$ cat src/rtl/lc3b_types.sv
// Shared LC-3b pipeline types used by the fetch-redirect sequencer.
package lc3b_types;

  localparam int PC_W_DEF  = 16;
  localparam int CNT_W_DEF = 16;

  typedef enum logic {
    IDLE = 1'b0,
    PEND = 1'b1
  } redirect_state_t;

  typedef enum logic [1:0] {
    SRC_NONE = 2'd0,
    SRC_EX   = 2'd1,
    SRC_MEM  = 2'd2
  } redirect_src_t;

endpackage

$ cat src/rtl/redirect_perf_counters.sv
// Three saturating event counters for redirect activity.
// Only instantiated when FLUSH_PERF_EN is defined.
module redirect_perf_counters
  import lc3b_types::*;
#(
  parameter int CNT_W = CNT_W_DEF
) (
  input  logic             clk,
  input  logic             reset_n,
  input  logic             inc_mispred,
  input  logic             inc_mem_redir,
  input  logic             inc_wait,
  output logic [CNT_W-1:0] perf_mispred,
  output logic [CNT_W-1:0] perf_mem_redir,
  output logic [CNT_W-1:0] perf_wait_cyc
);

  logic [CNT_W-1:0] mispred_q, mispred_d;
  logic [CNT_W-1:0] mem_redir_q, mem_redir_d;
  logic [CNT_W-1:0] wait_cyc_q, wait_cyc_d;

  // Increment on each event but stick at all-ones instead of wrapping.
  always_comb begin
    mispred_d   = mispred_q;
    mem_redir_d = mem_redir_q;
    wait_cyc_d  = wait_cyc_q;
    if (inc_mispred && !(&mispred_q))     mispred_d   = mispred_q + CNT_W'(1);
    if (inc_mem_redir && !(&mem_redir_q)) mem_redir_d = mem_redir_q + CNT_W'(1);
    if (inc_wait && !(&wait_cyc_q))       wait_cyc_d  = wait_cyc_q + CNT_W'(1);
  end

  // Counter registers, cleared by reset.
  always_ff @(posedge clk or negedge reset_n) begin
    if (!reset_n) begin
      mispred_q   <= '0;
      mem_redir_q <= '0;
      wait_cyc_q  <= '0;
    end else begin
      mispred_q   <= mispred_d;
      mem_redir_q <= mem_redir_d;
      wait_cyc_q  <= wait_cyc_d;
    end
  end

  assign perf_mispred   = mispred_q;
  assign perf_mem_redir = mem_redir_q;
  assign perf_wait_cyc  = wait_cyc_q;

endmodule

$ cat src/rtl/redirect_ctrl.sv
// Fetch-redirect / flush sequencer for the 5-stage LC-3b pipeline.
// Arbitrates EX (mispredict / BTB miss) against MEM (JSR/JSRR/TRAP) redirects,
// squashes younger stages and holds the redirect PC until fetch takes it.
// Optional feature: define FLUSH_PERF_EN to add the perf_* counters and ports.
module redirect_ctrl
  import lc3b_types::*;
#(
  parameter int PC_W  = PC_W_DEF
`ifdef FLUSH_PERF_EN
  ,parameter int CNT_W = CNT_W_DEF
`endif
) (
  input  logic            clk,
  input  logic            reset_n,
  input  logic            ex_br_ind,
  input  logic            ex_pred,
  input  logic            ex_btb_hit,
  input  logic            ex_taken,
  input  logic [PC_W-1:0] ex_target,
  input  logic [PC_W-1:0] ex_fallthru,
  input  logic            mem_redirect,
  input  logic [PC_W-1:0] mem_target,
  input  logic            if_ready,
  output logic            redirect_valid,
  output logic [PC_W-1:0] redirect_pc,
  output logic            flush_if_id,
  output logic            flush_id_ex,
  output logic            flush_ex_mem,
  output logic            busy
`ifdef FLUSH_PERF_EN
  ,output logic [CNT_W-1:0] perf_mispred
  ,output logic [CNT_W-1:0] perf_mem_redir
  ,output logic [CNT_W-1:0] perf_wait_cyc
`endif
);

  redirect_state_t state_q, state_d;
  logic [PC_W-1:0] pc_q, pc_d;
  redirect_src_t   src;
  logic            ex_req;
  logic            mem_req;
  logic [PC_W-1:0] ex_tgt;

  // Decode raw EX/MEM control into requests; MEM is older so it wins, and
  // while a redirect is pending only MEM can replace it.
  always_comb begin
    ex_req  = ex_br_ind & ((ex_pred != ex_taken) | ~ex_btb_hit);
    ex_tgt  = ex_taken ? ex_target : ex_fallthru;
    mem_req = mem_redirect;
    src     = SRC_NONE;
    if (mem_req) begin
      src = SRC_MEM;
    end else if (ex_req && state_q == IDLE) begin
      src = SRC_EX;
    end
  end

  // State and redirect PC registers.
  always_ff @(posedge clk or negedge reset_n) begin
    if (!reset_n) begin
      state_q <= IDLE;
      pc_q    <= '0;
    end else begin
      state_q <= state_d;
      pc_q    <= pc_d;
    end
  end

  // Next state: enter PEND on any accepted request, leave on handshake
  // unless a MEM override arrives in the same cycle.
  always_comb begin
    state_d = state_q;
    pc_d    = pc_q;
    case (src)
      SRC_MEM: pc_d = mem_target;
      SRC_EX:  pc_d = ex_tgt;
      default: pc_d = pc_q;
    endcase
    case (state_q)
      IDLE: if (src != SRC_NONE) state_d = PEND;
      PEND: if (!mem_req && if_ready) state_d = IDLE;
      default: state_d = IDLE;
    endcase
  end

  // Outputs: flushes are combinational in the request cycle; PEND also
  // squashes the wrong-path fetch slot every cycle.
  always_comb begin
    redirect_valid = (state_q == PEND);
    busy           = (state_q == PEND);
    redirect_pc    = pc_q;
    flush_if_id    = (state_q == PEND) || (src != SRC_NONE);
    flush_id_ex    = (src != SRC_NONE);
    flush_ex_mem   = (src == SRC_MEM);
  end

  // EX is a squashed bubble while a redirect is pending.
  assert property (@(posedge clk) disable iff (!reset_n)
                   !(state_q == PEND && ex_br_ind));

`ifdef FLUSH_PERF_EN
  redirect_perf_counters #(
    .CNT_W(CNT_W)
  ) u_perf (
    .clk           (clk),
    .reset_n       (reset_n),
    .inc_mispred   (src == SRC_EX),
    .inc_mem_redir (src == SRC_MEM),
    .inc_wait      ((state_q == PEND) && !if_ready),
    .perf_mispred  (perf_mispred),
    .perf_mem_redir(perf_mem_redir),
    .perf_wait_cyc (perf_wait_cyc)
  );
`endif

endmodule

$ cat config.mk
export PLATFORM = sky130hd
export DESIGN_NAME = redirect_ctrl
export DESIGN_NICKNAME = d
export VERILOG_FILES = /design/src/rtl/lc3b_types.sv /design/src/rtl/redirect_perf_counters.sv /design/src/rtl/redirect_ctrl.sv
export SDC_FILE = /design/constraint.sdc
export NUM_CORES = 1
export LEC_CHECK = 0
export ABC_AREA = 1
export BUFFER_PORTS_ARGS = -buffer_cell sky130_fd_sc_hd__buf_2
export CORE_MARGIN = 5
export CORE_UTILIZATION = 47
export CTS_BUF_LIST = sky130_fd_sc_hd__clkbuf_4
export CTS_CLUSTER_SIZE = 30
export DETAILED_ROUTE_END_ITERATION = 10
export GPL_ROUTABILITY_DRIVEN = 0
export PLACE_DENSITY = 0.88
export SLEW_MARGIN = 20
export SYNTH_ARGS = -nofsm -noshare
export SYNTH_HDL_FRONTEND = slang
export SYNTH_HIERARCHICAL = 1
export SYNTH_SLANG_ARGS = --single-unit
export TNS_END_PERCENT = 5
$ cat constraint.sdc
create_clock -name clk -period 3.1 [get_ports clk]
set_clock_uncertainty 0.2 [all_clocks]
set_input_delay 0.62 -clock clk [delete_from_list [all_inputs] [get_ports clk]]
set_output_delay 0.62 -clock clk [all_outputs]
set_load 0.1 [all_outputs]
==> results.tsv <==
stage	metric	value	unit
outcome	outcome	complete, no violations	
critical_path	delay-heaviest family, CP	simple AND/OR/NAND/NOR gates	
global_route	gr usage total	18.0	%
critical_path	Required @ worst endpoint	2.28	ns
timing	RSZ-0062 raised after global routing	no	
route	residual DRC count	0	
timing	Slew HR	66.6	%
global_route	GR Overflow Total	0	
critical_path	Startpoint Class	input pin	
power_and_ir_drop	Max rail drop VDD	0.296	mV
clock_tree	CTS Buffer Depth	2	
route	WL/cell	12.8	microns
global_route	vias in the first global route	1197	
timing	Peak Freq	372	MHz
yosys	Unique masters post-synth	18	
timing	period utilization	86.7	%
route	vias	1287	
power_and_ir_drop	Power, Total	0.752	mW
power_and_ir_drop	Lkg Pwr	0.912	nW
route	Initial DRC Count	25	
yosys	Synthesis Warnings	6	
final_layout	Area Growth Syn to Fin	33.4	%
die	Die Area	3650	sq um
yosys	synthesized instance count	155	
route	vias per cell	5.07	
clock_tree	clock sinks	17	
clock_tree	CTS buffer count	3	
critical_path	CP max FO	19	
timing	count of final setup violators	0	
die	Core Box Area	2450	sq um
timing	Final Max Tran Viols	0	
critical_path	Setup CP Type	input pin to output pin	
yosys	Synth Net Count	211	
final_layout	share of post-route cells with drive strength above 1	45.1	%
clock_tree	Post-CTS Setup Bufs	0	
yosys	post-synthesis simple-gate area fraction	53.9	%
yosys	Adder-Cell Fraction of Synth Area	0	%
placed_design	Port Buffers	76	
yosys	syn_area_per_cell	7.70	sq um
critical_path	slowest CP cell	buf_2	
clock_tree	CTS Hold Bufs	0	
die	Site Rows	18	
global_route	pin count of the biggest net entering global routing	20	
critical_path	WP buf/inv	3	
run	Max-Cap Viols	0	
yosys	sequential share of the synthesized area	35.6	%
yosys	XOR/XNOR share of the synthesized area	0	%
yosys	#FFs+latches synth	17	
route	DR pass1 iterations	4	
global_route	initial antenna violation count	0	
global_route	first-pass GRT wire length	5.00	mm
clock_tree	Worst-Skew Late Latency	0.29	ns
clock_tree	CTS tree	built	
min_path	Min-Delay Path Class	input pin to asynchronous set/reset pin	
critical_path	Crit. End Element	output pin	
yosys	mux cell area share after synthesis	0	%
timing	Fin. Hold Viols	0	
timing	TNS Setup	0	ns
die	chip width	60.4	microns
clock_tree	Root Buffer	clkbuf_4	
clock_tree	H-tree depth	1	
final_layout	n_diodes	0	
final_layout	# nets final	281	
die	Initial Util	48.6	%
yosys	post-synth top area share	35.6	%
route	Routed Wire Length	3.26	mm
yosys	Synth Area in Compound Gates	0.629	%
placed_design	DP Wirelength	2.63	mm
critical_path	max incr delay on CP	0.29	ns
final_layout	Fillers	220	
critical_path	critical-path cell list	buf_2 > inv_6 > nand2_4 > nand3_4 > nand2_8 > nand3_1 > buf_12	
clock_tree	clk slew on worst S/H paths	0.10	ns
critical_path	CP Data Arrival Time	1.87	ns
die	Die H	60.4	microns
yosys	Netlist Area Pre-Place	1190	sq um
timing	Slew @ Worst Pin	0.504	ns
clock_tree	number of gates resized after CTS	0	
timing	Tmin final	2.69	ns
power_and_ir_drop	pwr dens	472	nW/um^2
yosys	largest area contributor in the synthesized netlist	dfrtp_1	
route	Detail Route Antenna Nets	0	
yosys	synth top area cells	dfrtp_1, nand2_1, nand3_2, nand4_1, nand3_1	
die	I/O pin cnt	77	
yosys	largest family of logic cells by synthesized area	simple AND/OR/NAND/NOR gates	
cell type report:
| cell class | instances | area (sq um) | share of cell area (%) |
|---|---|---|---|
| multi-input combinational | 120 | 651 | 40.8 |
| sequential | 17 | 425 | 26.7 |
| timing repair buffer | 78 | 425 | 26.7 |
| tap | 30 | 37.5 | 2.36 |
| clock buffer | 4 | 30.0 | 1.89 |
| inverter | 5 | 23.8 | 1.49 |
registers in the layout, summed over array words and instances, names as in the netlist:
signal and cells:
busy 1, redirect_pc 16
per-stage QoR:
step | util [%] | area (sq um) | setup WS (ns) | hold slack [ns] | cells
final | 64.9 | 1590 | 0.412 | 0.0354 | 254
after global routing | 64.9 | 1590 | 0.331 | 0.0597 | 254
after CTS | 64.9 | 1590 | 0.419 | 0.0450 | 254
after detailed placement | 63.7 | 1560 | 0.421 | 0.297 | 250
after floorplan | - | 1190 | 0.128 | 0.124 | 155
after global placement | 63.7 | 1560 | 0.463 | 0.304 | 250
cell families (layout without fill, tap and decap cells):
logic type | after synthesis | after routing
AND/OR/NAND/NOR | 119 | 119
buffers and inverters | 18 | 87
flip-flops | 17 | 17
AO/OA/AOI/OAI | 1 | 1
synth_stat cells:
cell	count
buf_12	1
buf_2	5
buf_4	4
buf_6	1
clkbuf_1	2
clkinv_1	1
dfrtp_1	17
inv_1	3
inv_6	1
nand2_1	66
nand2_4	1
nand2_8	1
nand3_1	19
nand3_2	14
nand3_4	1
nand4_1	16
nor2_4	1
o211ai_1	1
per-layer routing:
layer / vias up / GRT usage [%] / share of wire (%)
li1: 656 / - / -
met2: 48 / 31.6 / 49
met5: - / 0 / 0
met4: 0 / 6.65 / 0.83
met3: 2 / 1.70 / 8.1
met1: 581 / 22.8 / 42
layout by cell type, fill, tap and decap left out:
master,count
buf_2,74
clkbuf_4,4
inv_1,3
inv_6,1
nand3_1,19
nand2_8,1
buf_4,2
nand2_4,1
dfrtp_1,17
nand2_1,66
o211ai_1,1
nand4_1,16
nand3_2,14
nand3_4,1
nor2_4,1
clkinv_1,1
buf_12,2
worst paths after layout:
kind,from,end,slack (ns),depth (start not counted)
setup reg to reg,busy,redirect_pc[3],1.59,4
max in group asynchronous,reset_n,redirect_pc[8],2.38,1
hold / removal,reset_n,redirect_pc[13],0.04,1
hold reg to reg,redirect_pc[15],redirect_pc[15],0.32,2
min in group clk,redirect_pc[15],redirect_pc[15],0.32,2
setup / recovery,ex_taken,flush_if_id,0.41,7
report_power, final:
part / switching, mW / internal (mW) / total, mW
clock: 0.0691 / 0.0587 / 0.128
sequential: 0.0156 / 0.245 / 0.260
combinational: 0.284 / 0.0797 / 0.364
total: 0.369 / 0.383 / 0.752
Power figures use the tool's default switching activity.
